[config.mk]
export PLATFORM = sky130hd
export DESIGN_NAME = uart_tx_arbiter
export DESIGN_NICKNAME = d
export VERILOG_FILES = /design/src/rtl/uart_pkg.sv /design/src/rtl/rr_picker.sv /design/src/rtl/uart_tx_arbiter.sv
export SDC_FILE = /design/constraint.sdc
export NUM_CORES = 1
export LEC_CHECK = 0
export BUFFER_PORTS_ARGS = -buffer_cell sky130_fd_sc_hd__buf_2
export CORE_MARGIN = 1.5
export CORE_UTILIZATION = 49
export DETAILED_ROUTE_END_ITERATION = 6
export PLACE_DENSITY = 0.92
export SETUP_SLACK_MARGIN = 0.4
export SLEW_MARGIN = 20
export SYNTH_ARGS = -nofsm -noshare
export SYNTH_HDL_FRONTEND = slang
export SYNTH_SLANG_ARGS = --single-unit
export TNS_END_PERCENT = 100
[constraint.sdc]
create_clock -name i_clk -period 3.1 [get_ports i_clk]
set_input_delay 0.31 -clock i_clk [delete_from_list [all_inputs] [get_ports i_clk]]
set_output_delay 0.31 -clock i_clk [all_outputs]
set_load 0.005 [all_outputs]
[src/rtl/uart_pkg.sv]
// -----------------------------------------------------------------------------
// uart_pkg
// Shared definitions for the UART transmit arbiter and related blocks.
//   uart_arb_state_t : arbiter FSM states
//   UART_DATA_W      : width of one UART payload byte
// -----------------------------------------------------------------------------
package uart_pkg;

    localparam int UART_DATA_W = 8;

    typedef enum logic [1:0] {
        IDLE       = 2'd0,  // no holder, looking for a requester
        ISSUE      = 2'd1,  // holder granted, waiting to hand a byte to the UART
        WAIT_START = 2'd2,  // byte handed over, waiting for the UART to go busy
        WAIT_DONE  = 2'd3   // UART shifting the frame out
    } uart_arb_state_t;

endpackage

[src/rtl/rr_picker.sv]
// -----------------------------------------------------------------------------
// rr_picker
// Combinational round-robin selector: returns the first set bit of req at or
// after index ptr, scanning upward and wrapping at N.
//   req : request vector, one bit per requester
//   ptr : index with highest priority this round (must be < N)
//   idx : chosen index (0 when no request is set)
//   any : at least one request is set
// -----------------------------------------------------------------------------
module rr_picker #(
    parameter int N     = 4,
    parameter int IDX_W = (N > 1) ? $clog2(N) : 1
) (
    input  logic [N-1:0]     req,
    input  logic [IDX_W-1:0] ptr,
    output logic [IDX_W-1:0] idx,
    output logic             any
);

    always_comb begin
        int k;
        // NOTE: every output gets a default before the loop, so no path
        // through this block leaves a value unassigned and no latch is built.
        idx = '0;
        any = |req;
        k   = 0;
        // Walk from the farthest candidate to the nearest; the nearest hit is
        // written last and therefore wins.
        for (int i = N - 1; i >= 0; i--) begin
            k = int'(ptr) + i;
            if (k >= N) begin
                k = k - N;
            end
            if (req[k]) begin
                idx = IDX_W'(k);
            end
        end
    end

endmodule

[src/rtl/uart_tx_arbiter.sv]
// -----------------------------------------------------------------------------
// uart_tx_arbiter
// Shares one UART transmitter between NUM_REQ byte-stream requesters. A grant
// is held for a whole packet (until a byte flagged last has been sent), so
// packets never interleave. Grants rotate round-robin. A holder that stalls
// for LOCK_TIMEOUT cycles with no byte loses its grant.
//   i_clk, i_rst     : clock, synchronous active-high reset
//   i_req_valid/data/last, o_req_ready : per-requester byte handshake
//   o_tx_en, o_tx_data, i_tx_busy      : UART transmitter start interface
//   o_grant_valid, o_grant_id          : current holder
//   o_timeout                          : one-cycle pulse on a revoked grant
// -----------------------------------------------------------------------------
module uart_tx_arbiter
    import uart_pkg::*;
#(
    parameter int NUM_REQ      = 4,
    parameter int LOCK_TIMEOUT = 4096
) (
    input  logic                           i_clk,
    input  logic                           i_rst,
    input  logic [NUM_REQ-1:0]             i_req_valid,
    input  logic [UART_DATA_W*NUM_REQ-1:0] i_req_data,
    input  logic [NUM_REQ-1:0]             i_req_last,
    output logic [NUM_REQ-1:0]             o_req_ready,
    output logic                           o_tx_en,
    output logic [UART_DATA_W-1:0]         o_tx_data,
    input  logic                           i_tx_busy,
    output logic                           o_grant_valid,
    output logic [$clog2(NUM_REQ)-1:0]     o_grant_id,
    output logic                           o_timeout
);

    localparam int IDX_W = $clog2(NUM_REQ);
    localparam int CNT_W = $clog2(LOCK_TIMEOUT + 1);

    uart_arb_state_t  state, state_nxt;
    logic [IDX_W-1:0] grant, grant_nxt;
    logic [IDX_W-1:0] rr_ptr, rr_ptr_nxt;
    logic [CNT_W-1:0] stall_cnt, stall_cnt_nxt;
    logic             last_q, last_nxt;

    logic [IDX_W-1:0]       pick_idx;
    logic                   pick_any;
    logic [IDX_W-1:0]       grant_inc;
    logic                   cur_valid;
    logic                   cur_last;
    logic [UART_DATA_W-1:0] cur_data;

    rr_picker #(
        .N     (NUM_REQ),
        .IDX_W (IDX_W)
    ) u_rr_picker (
        .req (i_req_valid),
        .ptr (rr_ptr),
        .idx (pick_idx),
        .any (pick_any)
    );

    // Priority moves to the requester just after the one released.
    assign grant_inc = (grant == IDX_W'(NUM_REQ - 1)) ? '0 : grant + IDX_W'(1);

    assign cur_valid = i_req_valid[grant];
    assign cur_last  = i_req_last[grant];
    assign cur_data  = i_req_data[UART_DATA_W*grant +: UART_DATA_W];

    always_comb begin
        state_nxt     = state;
        grant_nxt     = grant;
        rr_ptr_nxt    = rr_ptr;
        stall_cnt_nxt = stall_cnt;
        last_nxt      = last_q;
        o_tx_en       = 1'b0;
        o_req_ready   = '0;
        o_tx_data     = '0;
        o_timeout     = 1'b0;

        unique case (state)
            IDLE: begin
                if (pick_any) begin
                    grant_nxt     = pick_idx;
                    stall_cnt_nxt = '0;
                    state_nxt     = ISSUE;
                end
            end
            ISSUE: begin
                if (stall_cnt == CNT_W'(LOCK_TIMEOUT)) begin
                    o_timeout     = 1'b1;
                    rr_ptr_nxt    = grant_inc;
                    stall_cnt_nxt = '0;
                    state_nxt     = IDLE;
                end else if (cur_valid && !i_tx_busy) begin
                    // Busy gating also covers a frame left running by a reset.
                    o_tx_en            = 1'b1;
                    o_req_ready[grant] = 1'b1;
                    o_tx_data          = cur_data;
                    last_nxt           = cur_last;
                    stall_cnt_nxt      = '0;
                    state_nxt          = WAIT_START;
                end else if (!cur_valid) begin
                    // Only a holder with nothing to send counts as stalled.
                    stall_cnt_nxt = stall_cnt + CNT_W'(1);
                end
            end
            WAIT_START: begin
                if (i_tx_busy) begin
                    state_nxt = WAIT_DONE;
                end
            end
            WAIT_DONE: begin
                if (!i_tx_busy) begin
                    if (last_q) begin
                        rr_ptr_nxt = grant_inc;
                        state_nxt  = IDLE;
                    end else begin
                        state_nxt  = ISSUE;
                    end
                end
            end
            default: state_nxt = IDLE;
        endcase

        // Nothing may transfer during a reset cycle, whatever the state.
        if (i_rst) begin
            o_tx_en     = 1'b0;
            o_req_ready = '0;
            o_tx_data   = '0;
            o_timeout   = 1'b0;
        end
    end

    assign o_grant_valid = !i_rst && (state != IDLE);
    assign o_grant_id    = o_grant_valid ? grant : '0;

    always_ff @(posedge i_clk) begin
        // NOTE: state registers use non-blocking assignments so every flop
        // samples the pre-edge values, independent of statement order.
        if (i_rst) begin
            state     <= IDLE;
            grant     <= '0;
            rr_ptr    <= '0;
            stall_cnt <= '0;
            last_q    <= 1'b0;
        end else begin
            state     <= state_nxt;
            grant     <= grant_nxt;
            rr_ptr    <= rr_ptr_nxt;
            stall_cnt <= stall_cnt_nxt;
            last_q    <= last_nxt;
        end
    end

endmodule

==> summary.txt <==
Floorplanning
  • Die span in x: 59.2 um
  • Std cell rows: 20
  • Io pins: 60
  • Die Height: 59.2 um
  • Die Footprint: 3500 um2
  • Starting Density: 51.1%
  • Core ar.: 3030 um2

Power and ir drop
  • Sequential share of power: 42.2%
  • Internal Power: 0.000471 W
  • Logic gate share of total power: 23.8%
  • Psw: 0.000181 W
  • Power Total: 0.000652 W
  • Clock share of power: 34.0%
  • Power density cells: 332 nW/um2
  • Leakage power: 0.797 nW
  • Sw frac: 27.8%
  • Worst vdd ir: 0.221 mV

Clock tree
  • H-tree Lvls: 1
  • CTS Buf Count: 3
  • Clock slew at reported path FFs: 0.12 ns
  • CTS Root Cell: clkbuf_4
  • CTS Sinks: 20
  • CTS tree: done
  • CTS hold repair buffers: 0
  • Clk Latency, worst-skew pair: 0.31 ns
  • Clock Path Buffers: 2

Critical path
  • Cells on worst reg2reg path: 8
  • R2r endpoint: stall_cnt[8]$_SDFFE_PP0P_
  • Critical path endpoint category: output port
  • Slowest-stage cell, CP: or4b_4
  • Critical-path cell list: inv_1 -> ha_1 -> or4b_4 -> or3_4 -> nand3_2 -> nor2_4 -> and2_1 -> buf_2
  • Critical Path RT: 2.79 ns
  • Worst Path Arrival: 2.32 ns
  • FF-to-FF Start: stall_cnt[1]$_SDFFE_PP0P_
  • Startpoint Class: flip-flop
  • Largest stage delay, worst path: 0.46 ns
  • R2R setup slack: 0.49 ns
  • WS Path Type: flip-flop to output port
  • Crit Path Max Fanout: 13

Detailed routing
  • Final ANT Viol Nets: 0
  • Final wirelength: 4100 um
  • Drt first-iter violations: 87
  • First-pass DRT Iterations: 4
  • Routed vias/inst: 5.81
  • Wirelength per Cell: 14.7 um
  • DRC: 0
  • Vias: 1622

Synth
  • Post-synthesis register bit count: 20
  • Post-synthesis mux area share: 17.2%
  • Count leader, synth: dfxtp_1
  • Yosys warns: 0
  • Largest family of logic cells by synthesized area: simple AND/OR/NAND/NOR gates
  • Top cells by area, synth: dfxtp_1 (26%), mux4_2 (15%), and2_1 (4.9%)
  • Synth Area in Compound Gates: 17.6%
  • Register area share after synthesis: 25.9%
  • Main synth FF type: dfxtp_1
  • Post-synthesis adder-cell area fraction: 4.85%
  • Post-Syn Instances: 177
  • Synth Area in Simple Gates: 24.7%
  • Xor/xnor share of the synthesized area: 3.96%
  • Top cells by count, synth: dfxtp_1 (20), nor2_1 (16), inv_1 (13)
  • Ys async rst share: 0%
  • Cell variety after synth: 41
  • Syn nets: 226
  • Mapped Avg Cell Area: 8.74 um2
  • Area leader, netlist: dfxtp_1
  • Share of the synthesized area in the top cell type: 25.9%
  • Synthesized area: 1550 um2
  • EDFF count, synth: 0

Timing
  • Setup Skew: 0.00241 ns
  • Max Slew Vio Count: 0
  • Setup-failing EPs final: 0
  • Slew headroom: 51.2%
  • Tcrit/Tclk final: 84.9%
  • Setup TNS: 0 ns
  • RSZ-0062 raised after global routing: true
  • Min Tclk post-route: 2.63 ns
  • Peak Freq: 0.380 GHz
  • Final hold viol count: 0
  • Least-Margin Pin Slew: 0.732 ns

Min path
  • Hold path depth: 2
  • Worst Hold Class: input port to flip-flop
  • Hold wc startpoint: i_rst
  • Worst Hold Endpoint: rr_ptr[1]$_SDFFE_PP0P_

Global route
  • Initial antenna violation count: 0
  • Vias in the first global route: 1448
  • First-pass GRT wire length: 6420 um
  • Gr usage total: 23.9%
  • Gr ovfl total: 0
  • Pin count of the biggest net entering global routing: 17

Job
  • Max-cap check violation count: 0

Outcome
  • Status: finished, final reports clean

Placed design
  • Routability congestion estimate: 0.871
  • IO buf count: 59
  • Detailed placement HPWL: 3040 um

Layout
  • Fillers: 244
  • # diodes: 0
  • Fin nets: 285
  • Area of the multi-input gates: 1080 um2
  • Area added between synthesis and finish: 26.9%
  • Storage cell area: 402 um2
  • Share of cells above drive strength 1: 37.9%
## cells by family after synthesis
family          count (synthesis)
buf+inv                        22
flops                          20
fa+ha+maj                       6
mux                            14
xor+xnor                        7
simple gates                   69
compound gates                 39
## metrics by stage
stage / instances / area [um2] / setup slack [ns] / util [%] / hold WS, ns
floorplan: 177 / 1550 / 0.872 / - / 0.449
global placement: 274 / 1880 / 0.743 / 62.0 / 0.471
detailed placement: 274 / 1880 / 0.637 / 62.0 / 0.478
CTS: 279 / 1950 / 0.427 / 64.3 / 0.336
global route: 279 / 1960 / 0.391 / 64.8 / 0.351
finish: 279 / 1960 / 0.467 / 64.8 / 0.342
## final cells by class
class,instances,area share (%)
clock buffer,3,1.15
clock inverter,1,1.53
inverter,13,2.49
multi-input combinational,135,55.0
sequential,20,20.5
tap,44,2.80
timing repair buffer,63,16.6
## power groups by stage
stage	Combinational [W]	Clock (W)	Sequential (W)
global route	0.000170	0.000233	0.000276
finish	0.000155	0.000221	0.000275
global placement	0.000142	0	0.000279
CTS	0.000150	0.000220	0.000274
detailed placement	0.000148	0	0.000280
floorplan	0.0000966	0	0.000275
## sequential cells by signal (all words and copies together) (netlist names), named ones only
name	cells
last_q	1
stall_cnt	13
rr_ptr	2
grant	2
state	1
## cells in the final DEF, fill, tap and decap left out, drive strengths merged, types with 5 or more instances in the layout
master / n
a21oi: 10
and2: 12
buf: 63
dfxtp: 20
ha: 6
inv: 13
mux4: 10
nand2: 11
nand3: 5
nor2: 18
o21ai: 6
or4: 6
xnor2: 7
## worst max-delay path by stage
| stage | from | to | slack (ns) | depth (start not counted) |
|---|---|---|---|---|
| finish | stall_cnt[1]$_SDFFE_PP0P_ | o_req_ready[3] | 0.47 | 8 |
| global route | stall_cnt[0]$_SDFFE_PP0P_ | o_req_ready[3] | 0.39 | 8 |
| CTS | stall_cnt[0]$_SDFFE_PP0P_ | o_req_ready[3] | 0.43 | 8 |
| detailed placement | stall_cnt[0]$_SDFFE_PP0P_ | o_req_ready[3] | 0.64 | 8 |
| global placement | stall_cnt[0]$_SDFFE_PP0P_ | stall_cnt[8]$_SDFFE_PP0P_ | 0.74 | 7 |
| floorplan | stall_cnt[0]$_SDFFE_PP0P_ | stall_cnt[9]$_SDFFE_PP0P_ | 0.87 | 7 |
## worst max-delay path: cells and delay by family (launching register included)
kind / cells / cell delay (ns)
AND/OR/NAND/NOR: 5 / 1.28
flip-flops: 1 / 0.37
adder cells (fa/ha/maj): 1 / 0.14
buffers and inverters: 2 / 0.22
## per-layer routing
metal	GRT usage, %	vias to the layer above	wire (um)
li1	-	776	-
met1	30.5	759	1650
met2	40.8	75	2090
met3	2.62	12	269
met4	9.42	0	87
met5	0	-	0
## timing repair
action                                  4_1_cts  5_1_grt
pin swaps                                     1        0
endpoints found under the setup margin       12       14
gates resized for setup                       2        4
setup buffers                                 1        0
Note: power is estimated with default switching activity, not from simulation.
